===== src/rtl/memoredf_pkg.sv =====
// Shared types for the EDF memory dispatcher: FSM states, deadline type and
// the wrap-aware "earlier" compare used by the min-select.
package memoredf_pkg;

  localparam int DL_W = 16;

  typedef enum logic [1:0] {IDLE, ARB, ISSUE, SETTLE} dispatch_state_t;
  typedef logic [DL_W-1:0] deadline_t;

  // a precedes b when the modular distance a-b is negative; valid while
  // live deadlines stay within half the time-base range of each other
  function automatic logic earlier(deadline_t a, deadline_t b);
    deadline_t d;
    d = a - b;
    return d[DL_W-1];
  endfunction

endpackage


===== src/rtl/edf_min_select.sv =====
// Combinational NB_CORES-way earliest-deadline select over a candidate mask.
// A later index only replaces the current best if strictly earlier, so ties go low.
module edf_min_select
  import memoredf_pkg::*;
#(
  parameter int NB_CORES = 4
) (
  input  logic                        [NB_CORES-1:0] mask,
  input  deadline_t                   [NB_CORES-1:0] deadline,
  output logic [$clog2(NB_CORES)-1:0]                winner,
  output logic                                       valid
);

  localparam int IDX_W = $clog2(NB_CORES);

  deadline_t best;

  always_comb begin
    valid  = 1'b0;
    winner = '0;
    best   = '0;
    for (int i = 0; i < NB_CORES; i++) begin
      if (mask[i] && (!valid || earlier(deadline[i], best))) begin
        valid  = 1'b1;
        winner = IDX_W'(i);
        best   = deadline[i];
      end
    end
  end

endmodule


===== src/rtl/edf_dispatcher.sv =====
// EDF dispatcher: picks the non-empty queue head with the earliest absolute
// deadline, issues it over valid/ready and pulses that queue's consumed line.
module edf_dispatcher
  import memoredf_pkg::*;
#(
  parameter int NB_CORES       = 4,
  parameter int DATA_SIZE      = 8,
  parameter int REGISTER_SIZE  = 32,
  parameter int DEADLINE_WIDTH = DL_W
) (
  input  logic                          clock,
  input  logic                          reset,
  input  logic                          enable,
  input  logic [NB_CORES*REGISTER_SIZE-1:0] period,
  input  logic [NB_CORES-1:0]           queue_empty,
  input  logic [NB_CORES*DATA_SIZE-1:0] queue_head,
  output logic [NB_CORES-1:0]           queue_consumed,
  output logic [DATA_SIZE-1:0]          req_data,
  output logic [$clog2(NB_CORES)-1:0]   req_core,
  output logic                          req_valid,
  input  logic                          req_ready,
  output logic [NB_CORES-1:0]           deadline_miss
);

  localparam int IDX_W = $clog2(NB_CORES);

  dispatch_state_t state;

  logic [DEADLINE_WIDTH-1:0]                now;
  logic [NB_CORES-1:0][DEADLINE_WIDTH-1:0]  deadline;
  logic [NB_CORES-1:0][DEADLINE_WIDTH-1:0]  per;
  logic [NB_CORES-1:0][DEADLINE_WIDTH-1:0]  sel_dl;
  logic [NB_CORES-1:0]                      prev_empty;
  logic [NB_CORES-1:0]                      is_rt;
  logic [NB_CORES-1:0]                      rt_cand;
  logic [NB_CORES-1:0]                      be_cand;
  logic [NB_CORES-1:0]                      sel_mask;
  logic [IDX_W-1:0]                         win;
  logic                                     win_ok;
  logic                                     any_head;

  for (genvar i = 0; i < NB_CORES; i++) begin : g_core
    assign per[i]   = period[i*REGISTER_SIZE +: DEADLINE_WIDTH];
    assign is_rt[i] = |period[i*REGISTER_SIZE +: REGISTER_SIZE];
  end

  // A head that only just appeared has no loaded deadline yet; it joins
  // arbitration one cycle later, which is exactly when ARB samples it.
  assign rt_cand  = ~queue_empty & ~prev_empty & is_rt;
  assign be_cand  = ~queue_empty & ~prev_empty & ~is_rt;
  assign any_head = |(~queue_empty);
  assign sel_mask = (|rt_cand) ? rt_cand  : be_cand;
  assign sel_dl   = (|rt_cand) ? deadline : '0;

  edf_min_select #(.NB_CORES(NB_CORES)) u_min_select (
    .mask     (sel_mask),
    .deadline (sel_dl),
    .winner   (win),
    .valid    (win_ok)
  );

  assign queue_consumed = (state == ISSUE && req_ready) ? (NB_CORES'(1) << req_core) : '0;

  always_ff @(posedge clock or negedge reset) begin
    if (!reset) begin
      state      <= IDLE;
      req_valid  <= 1'b0;
      req_data   <= '0;
      req_core   <= '0;
      now        <= '0;
      prev_empty <= '1;
    end else begin
      now        <= now + DEADLINE_WIDTH'(1);
      prev_empty <= queue_empty;
      case (state)
        IDLE:   if (enable && any_head) state <= ARB;
        ARB: begin
          if (win_ok) begin
            req_core  <= win;
            req_data  <= queue_head[int'(win)*DATA_SIZE +: DATA_SIZE];
            req_valid <= 1'b1;
            state     <= ISSUE;
          end else begin
            state <= IDLE;
          end
        end
        ISSUE: begin
          if (req_ready) begin
            req_valid <= 1'b0;
            state     <= SETTLE;
          end
        end
        SETTLE: state <= IDLE;
        default: state <= IDLE;
      endcase
    end
  end

  // Deadline reload on arrival, or after service while entries remain.
  always_ff @(posedge clock or negedge reset) begin
    if (!reset) begin
      deadline      <= '0;
      deadline_miss <= '0;
    end else begin
      for (int i = 0; i < NB_CORES; i++) begin
        if ((prev_empty[i] || (state == SETTLE && int'(req_core) == i)) && !queue_empty[i])
          deadline[i] <= now + per[i];
        if (rt_cand[i] && now == deadline[i] && !queue_consumed[i])
          deadline_miss[i] <= 1'b1;
      end
    end
  end

endmodule

===== config.mk =====
export PLATFORM = sky130hd
export DESIGN_NAME = edf_dispatcher
export DESIGN_NICKNAME = d
export VERILOG_FILES = /design/src/rtl/memoredf_pkg.sv /design/src/rtl/edf_min_select.sv /design/src/rtl/edf_dispatcher.sv
export SDC_FILE = /design/constraint.sdc
export NUM_CORES = 1
export LEC_CHECK = 0
export ABC_AREA = 1
export BUFFER_PORTS_ARGS = -buffer_cell sky130_fd_sc_hd__buf_4
export CORE_ASPECT_RATIO = 0.9
export CORE_MARGIN = 2
export CORE_UTILIZATION = 63
export DETAILED_ROUTE_END_ITERATION = 8
export PLACE_DENSITY_LB_ADDON = 0.08
export SYNTH_ARGS = -nofsm -noshare
export SYNTH_HDL_FRONTEND = slang
export SYNTH_HIERARCHICAL = 1
export SYNTH_SLANG_ARGS = --single-unit

===== constraint.sdc =====
create_clock -name clock -period 21.2 [get_ports clock]
set_clock_uncertainty 0.2 [all_clocks]
set_input_delay 5.3 -clock clock [delete_from_list [all_inputs] [get_ports clock]]
set_output_delay 5.3 -clock clock [all_outputs]
set_load 0.01 [all_outputs]

; Word level (Yosys, flattened, before mapping)
; Cells that the tools add are included.
[op_classes]
addsub = 8
multipliers = 0
div_mod_pow = 0
order_cmp = 0
n_eq_ne = 13
n_shift = 2
mux = 20
n_bitwise = 6
reduce_logical = 51
[ops]
columns = cell, count
row1 = $reduce_or A32 Y1, 4
row2 = $add A16 B16 Y16, 4
row3 = $eq A16 B16 Y1, 4
row4 = $mux W64, 1
row5 = $mux W16, 3
row6 = $sub A16 B16 Y16, 3
row7 = $shiftx A32 B6 Y8, 1
row8 = $logic_and A1 B1 Y1, 21
row9 = $add A16 B1 Y16 const B, 1
row10 = $and A4 B4 Y4, 3
row11 = $not A4 Y4, 3
row12 = $logic_not A1 Y1, 11
row13 = $mux W2, 5
row14 = $eq A2 B2 Y1 const B, 4
row15 = $mux W4, 2
row16 = $pmux W2 S4, 1
row17 = $reduce_or A4 Y1, 2
row18 = $logic_or A1 B1 Y1, 7
row19 = $mux W1, 7
row20 = $eq A2 B1 Y1 const B, 2
row21 = $logic_not A2 Y1, 2
row22 = $ne A2 B2 Y1 const B, 2
row23 = $reduce_and A2 Y1, 2
row24 = $shl A1 B2 Y4 const A, 1
row25 = 4 further kinds, 4
[word_totals]
regBits = 101
latchBits = 0
mem_bits_rw = 0
mem_bits_ro = 0
in_bits = 168
out_inout_bits = 19
elab_cells = 114
n_memories = 0

; Depth between registers and ports, before layout
[logic_depth]
word_depth = 20
depth_mapped = 62
ltp_nobuf = 57

; Hierarchy
; Netlist, hierarchy kept.
[modules_own_cells]
columns = mod, n_inst, cells_each, area_each_um2, seq_area_each_um2
row1 = edf_dispatcher, 1, 1406, 9016.1, 2532.4
row2 = edf_min_select, 1, 253, 1475.2, 0.0

; Least setup slack after synthesis
; Ideal clock, no wire load.
[synth_timing]
path_type = input port to flip-flop
from = in period[47]
to = reg req_data[0]
setup_ns = 0.065
t_arrival_ns = 11.651
t_required_ns = 20.935
setup_slack_ns = 9.284
cell_stages = 52
path_buffers = 7
cell_sequence = nor2_1 > nand2_1 > nor2_1 > nand2_1 > nor2_1 > nor2_1 > nor2_1 > nand3_1 > nand2_1 > buf_6 > clkbuf_1 > nand2_1 > ha_1 > a21oi_1 > o21ai_1 > nor2_1 > nand2_1 > nand2_1 > [... 16 more ...] > o21ai_1 > ha_1 > a21oi_1 > nor2_1 > a211oi_1 > o221a_2 > nand2_1 > nand2_1 > nand3_1 > nand2_1 > nand2_1 > clkbuf_1 > inv_1 > clkbuf_1 > nor2_1 > o22ai_1 > nand2_1 > nand2_1
[synth_via]
elab_chain_cells = 18
elab_cells_between_ends = 31
[synth_rtl]
columns = element, line_no
row1 = start: declaration, edf_dispatcher.sv:14  ; input logic [NB_CORES*REGISTER_SIZE-1:0] period,
row2 = $reduce_or A32 Y1 (*), edf_dispatcher.sv:44  ; assign is_rt[i] = |period[i*REGISTER_SIZE +: REGISTER_SIZE];
row3 = $and A4 B4 Y4 (*), edf_dispatcher.sv:49  ; assign rt_cand = ~queue_empty & ~prev_empty & is_rt;
row4 = $reduce_or A4 Y1 (*), edf_dispatcher.sv:52  ; assign sel_mask = (|rt_cand) ? rt_cand : be_cand;
row5 = $mux W4 (*), edf_dispatcher.sv:52
row6 = via sel_mask[0], edf_dispatcher.sv:37  ; logic [NB_CORES-1:0] sel_mask;
row7 = $mux W16 / $mux W1 (equally long branches), edf_min_select.sv:23  ; if (mask[i] && (!valid || earlier(deadline[i], best))) begin
row8 = $sub A16 B16 Y16 / $logic_not A1 Y1 (equally long branches), "memoredf_pkg.sv:14, edf_min_select.sv:23"
row9 = $logic_or A1 B1 Y1, edf_min_select.sv:23
row10 = [... 4 more ...], n/a
row11 = $logic_and A1 B1 Y1, edf_min_select.sv:23
row12 = $mux W16 / $mux W1 (equally long branches), edf_min_select.sv:23
row13 = $sub A16 B16 Y16 / $logic_not A1 Y1 (equally long branches), "memoredf_pkg.sv:14, edf_min_select.sv:23"
row14 = $logic_or A1 B1 Y1, edf_min_select.sv:23
row15 = $logic_and A1 B1 Y1, edf_min_select.sv:23
row16 = $mux W2 (*), edf_min_select.sv:23
row17 = via win[0], edf_dispatcher.sv:38  ; logic [IDX_W-1:0] win;
row18 = $shiftx A32 B6 Y8 (*), edf_dispatcher.sv:80  ; req_data <= queue_head[int'(win)*DATA_SIZE +: DATA_SIZE];
row19 = end signal: assignment, edf_dispatcher.sv:80
row20 = end: declaration, edf_dispatcher.sv:18  ; output logic [DATA_SIZE-1:0] req_data,
; Mark *: on every way through the listed nets, which the timed path passes. The rest lies on a longest branch.
; A chain may end at the register's enable or synchronous reset.

; Worst setup path after layout
[layout_timing]
from = in period[40]
to = reg req_data[5]
; The elaborated chain is that of the path after synthesis.

==> results.toml <==
[run_status]
status = "complete, but fails checks"
violations = "DRC"

[power_and_ir_drop]
leakagePower_uw = 0.006702
power_uw = 753.3
ir_worst_vdd_mv = 0.03380
powerDensity_nw_per_um2 = 61.46

[floorplanning]
initial_core_util = 0.6460
die_x_um = 140.0
dieArea_um2 = 17700
coreArea_um2 = 16240
ios = 187
core.rowCount = 44
die_h_um = 126.4

[clock_network]
cts_made_buffers = 9
post_cts_resized = 0
cts_sinks = 101
clk_path_buf_depth = 2
postCtsHoldBufs = 0
insertion_delay_ps = 370
cts_tree = "built"
cts_root_buffer = "clkbuf_16"
htree_levels = 3
clk_pin_slew_ps = 70
postCtsSetupRepairBufs = 0

[global_route]
grt_pass1_wl_um = 52530
gr-total-overflow = 0
grt_use_total = 0.3725
grt_max_degree = 65
antenna_found_initial = 0
grt_pass1_vias = 10905

[synthesis]
ys_types = 41
synth_top_cell_area_share = 0.2314
synth_top_area_cell = "dfrtp_1"
syn_area_um2 = 10490
synth_seq_cells = 101
synthCells = 1659
synthesis.nets = 1934
ys_warn_count = 6
synth.area.top_cells = "dfrtp_1 (23%), nand2_1 (18%), ha_1 (12%), nor2_1 (8.5%), inv_1 (7.0%)"
ys_seq_area_frac = 0.2414
syn_avg_cell_area_um2 = 6.324

[critical_path]
critical_path_arrival_ps = 13400
crit_path_top_delay_cell = "a2111oi_0"
cp-end-kind = "flip-flop"
critPathLaunchType = "input port"
crit_path_frequent_cell = "nand2_1"
critical_path.max_stage_delay_ps = 540
critPathRequiredTime_ps = 21250
crit_fanout = 32
setup.worst_path.class = "input port to flip-flop"

[sta]
timing.fmax_mhz = 74.90
hold_viol = 0
worst_slew_pin_slew_ps = 969.8
relSlewSlack = 0.3535
setup_viol = 0
slew_viol_final = 0
finalCritPeriodShare = 0.6298
fin_tns_setup_ps = 0
layout_min_cycle_time_ps = 13350
rsz0062_at_grt = "no"

[detailed_routing]
drc_errors = 7
postRouteAntennaNets = 0
first_pass_iters = 9
wl_per_cell_um = 16.04
drtIter0Drc = 1082
wirelength_um = 32600
vias = 11562
via_per_inst = 5.690

[run]
max_cap_viol_count = 0

[layout]
area_delta_synth_final_pct = 16.83
n_fill_cell = 1359
final_net_count = 2095
final_layout_size_suffix_gt1_frac = 0.1277
layoutNonFillerInstCount = 2032
antenna_cells = 0

[placement]
gp_congestion = 0.9904
place_inst = 2016
io_buffer_count = 186
dp_hpwl_um = 25540

[worst_hold_path]
min_path_type = "flip-flop to flip-flop"
path summary, 6_finish.rpt:
kind / start / endpoint / slack, ps / cells past startpoint
worst max register to register: prev_empty[2] / req_data[5] / 12860 / 42
worst max-delay path: period[40] / req_data[5] / 7850 / 46
max in group asynchronous: reset / deadline[58] / 14920 / 2
worst min-delay path: deadline_miss[0] / deadline_miss[0] / 270 / 2
worst min register to register: deadline_miss[0] / deadline_miss[0] / 270 / 2
min in group asynchronous: reset / deadline[63] / 4730 / 1
per-layer routing:
layer  GRT usage  routed length, µm
met1      0.4695              13380
met2      0.6250              15110
met3     0.06795               2626
met4      0.1753               1484
met5           0                  0
per-stage QoR:
| step | hold slack, ps | area, µm² | utilization | setup WS (ps) |
|---|---|---|---|---|
| global route | 306.2 | 12260 | 0.7547 | 6998 |
| finish | 266.0 | 12260 | 0.7547 | 7849 |
| global placement | 251.9 | 11950 | 0.7361 | 8109 |
| detailed placement | 256.3 | 11950 | 0.7361 | 7807 |
| floorplan | 271.0 | 10490 | - | 9284 |
| CTS | 276.9 | 12260 | 0.7547 | 8088 |
kinds of logic after synthesis:
group	share of synthesized area
buf+inv	0.09386
simple gates	0.3540
fa+ha+maj	0.1305
flops	0.2414
compound gates	0.1169
xor+xnor	0.06345
power by group:
| part | internal [µW] | switching [µW] | total (µW) |
|---|---|---|---|
| Sequential | 229 | 31.6 | 260 |
| Combinational | 131 | 194 | 325 |
| Clock | 83.6 | 84.7 | 168 |
layout by cell type, fill, tap and decap left out, types with 2 or more instances in the layout:
master / n
clkbuf_16: 9
inv_1: 196
nand3_1: 104
nand3b_1: 12
nand2_1: 495
xor2_1: 39
inv_2: 5
o21bai_1: 2
nor2_2: 3
nand2_2: 3
ha_1: 103
o22ai_1: 7
xnor2_1: 37
a211oi_1: 3
o21ai_0: 100
o21a_1: 4
a31oi_1: 4
a21oi_1: 82
buf_4: 190
a21oi_2: 3
and3_1: 4
o21ai_2: 2
nor2_1: 238
clkinv_8: 2
nand3_2: 3
o21ai_1: 15
dfstp_2: 4
nand4_1: 24
nor3_1: 12
fa_1: 4
a21o_1: 4
dfrtp_1: 97
inv_6: 2
clkinv_1: 2
nor4_1: 2
critical path, delay by kind of cell:
family,cells,cell delay [ps]
and+or+nand+nor,32,4450
AOI/OAI and AO/OA,9,2210
adders and majority gates,3,950
buffers and inverters,2,460
state kept, by name (all words and copies together), names as in the netlist, named ones only:
signal	flops
deadline	64
deadline_miss	4
now	16
prev_empty	4
req_core	2
req_data	8
req_valid	1
state	1
cell usage after synthesis (all sizes together):
library cell and instances:
a2111oi 1, a211oi 3, a21o 4, a21oi 85, a31oi 4, a41o 1, and3 4, buf 22
clkbuf 18, clkinv 2, dfrtp 97, dfstp 4, fa 4, ha 103, inv 201, nand2 498
nand3 107, nand3b 12, nand4 24, nor2 242, nor3 13, nor4 2, o21a 4, o21ai 117
o21bai 2, o221a 1, o22ai 7, or2 1, xnor2 37, xor2 39
area by class of cell:
type | instances | area (µm²) | share of cell area
Multi-Input combinational cell | 1315 | 6974 | 0.5690
Sequential cell | 101 | 2532 | 0.2066
Timing Repair Buffer | 190 | 1426 | 0.1164
Inverter | 203 | 762.0 | 0.06217
Tap cell | 207 | 259.0 | 0.02113
Clock buffer | 9 | 225.2 | 0.01837
Clock inverter | 7 | 77.57 | 0.006329
(Power assumes the default switching activity.)
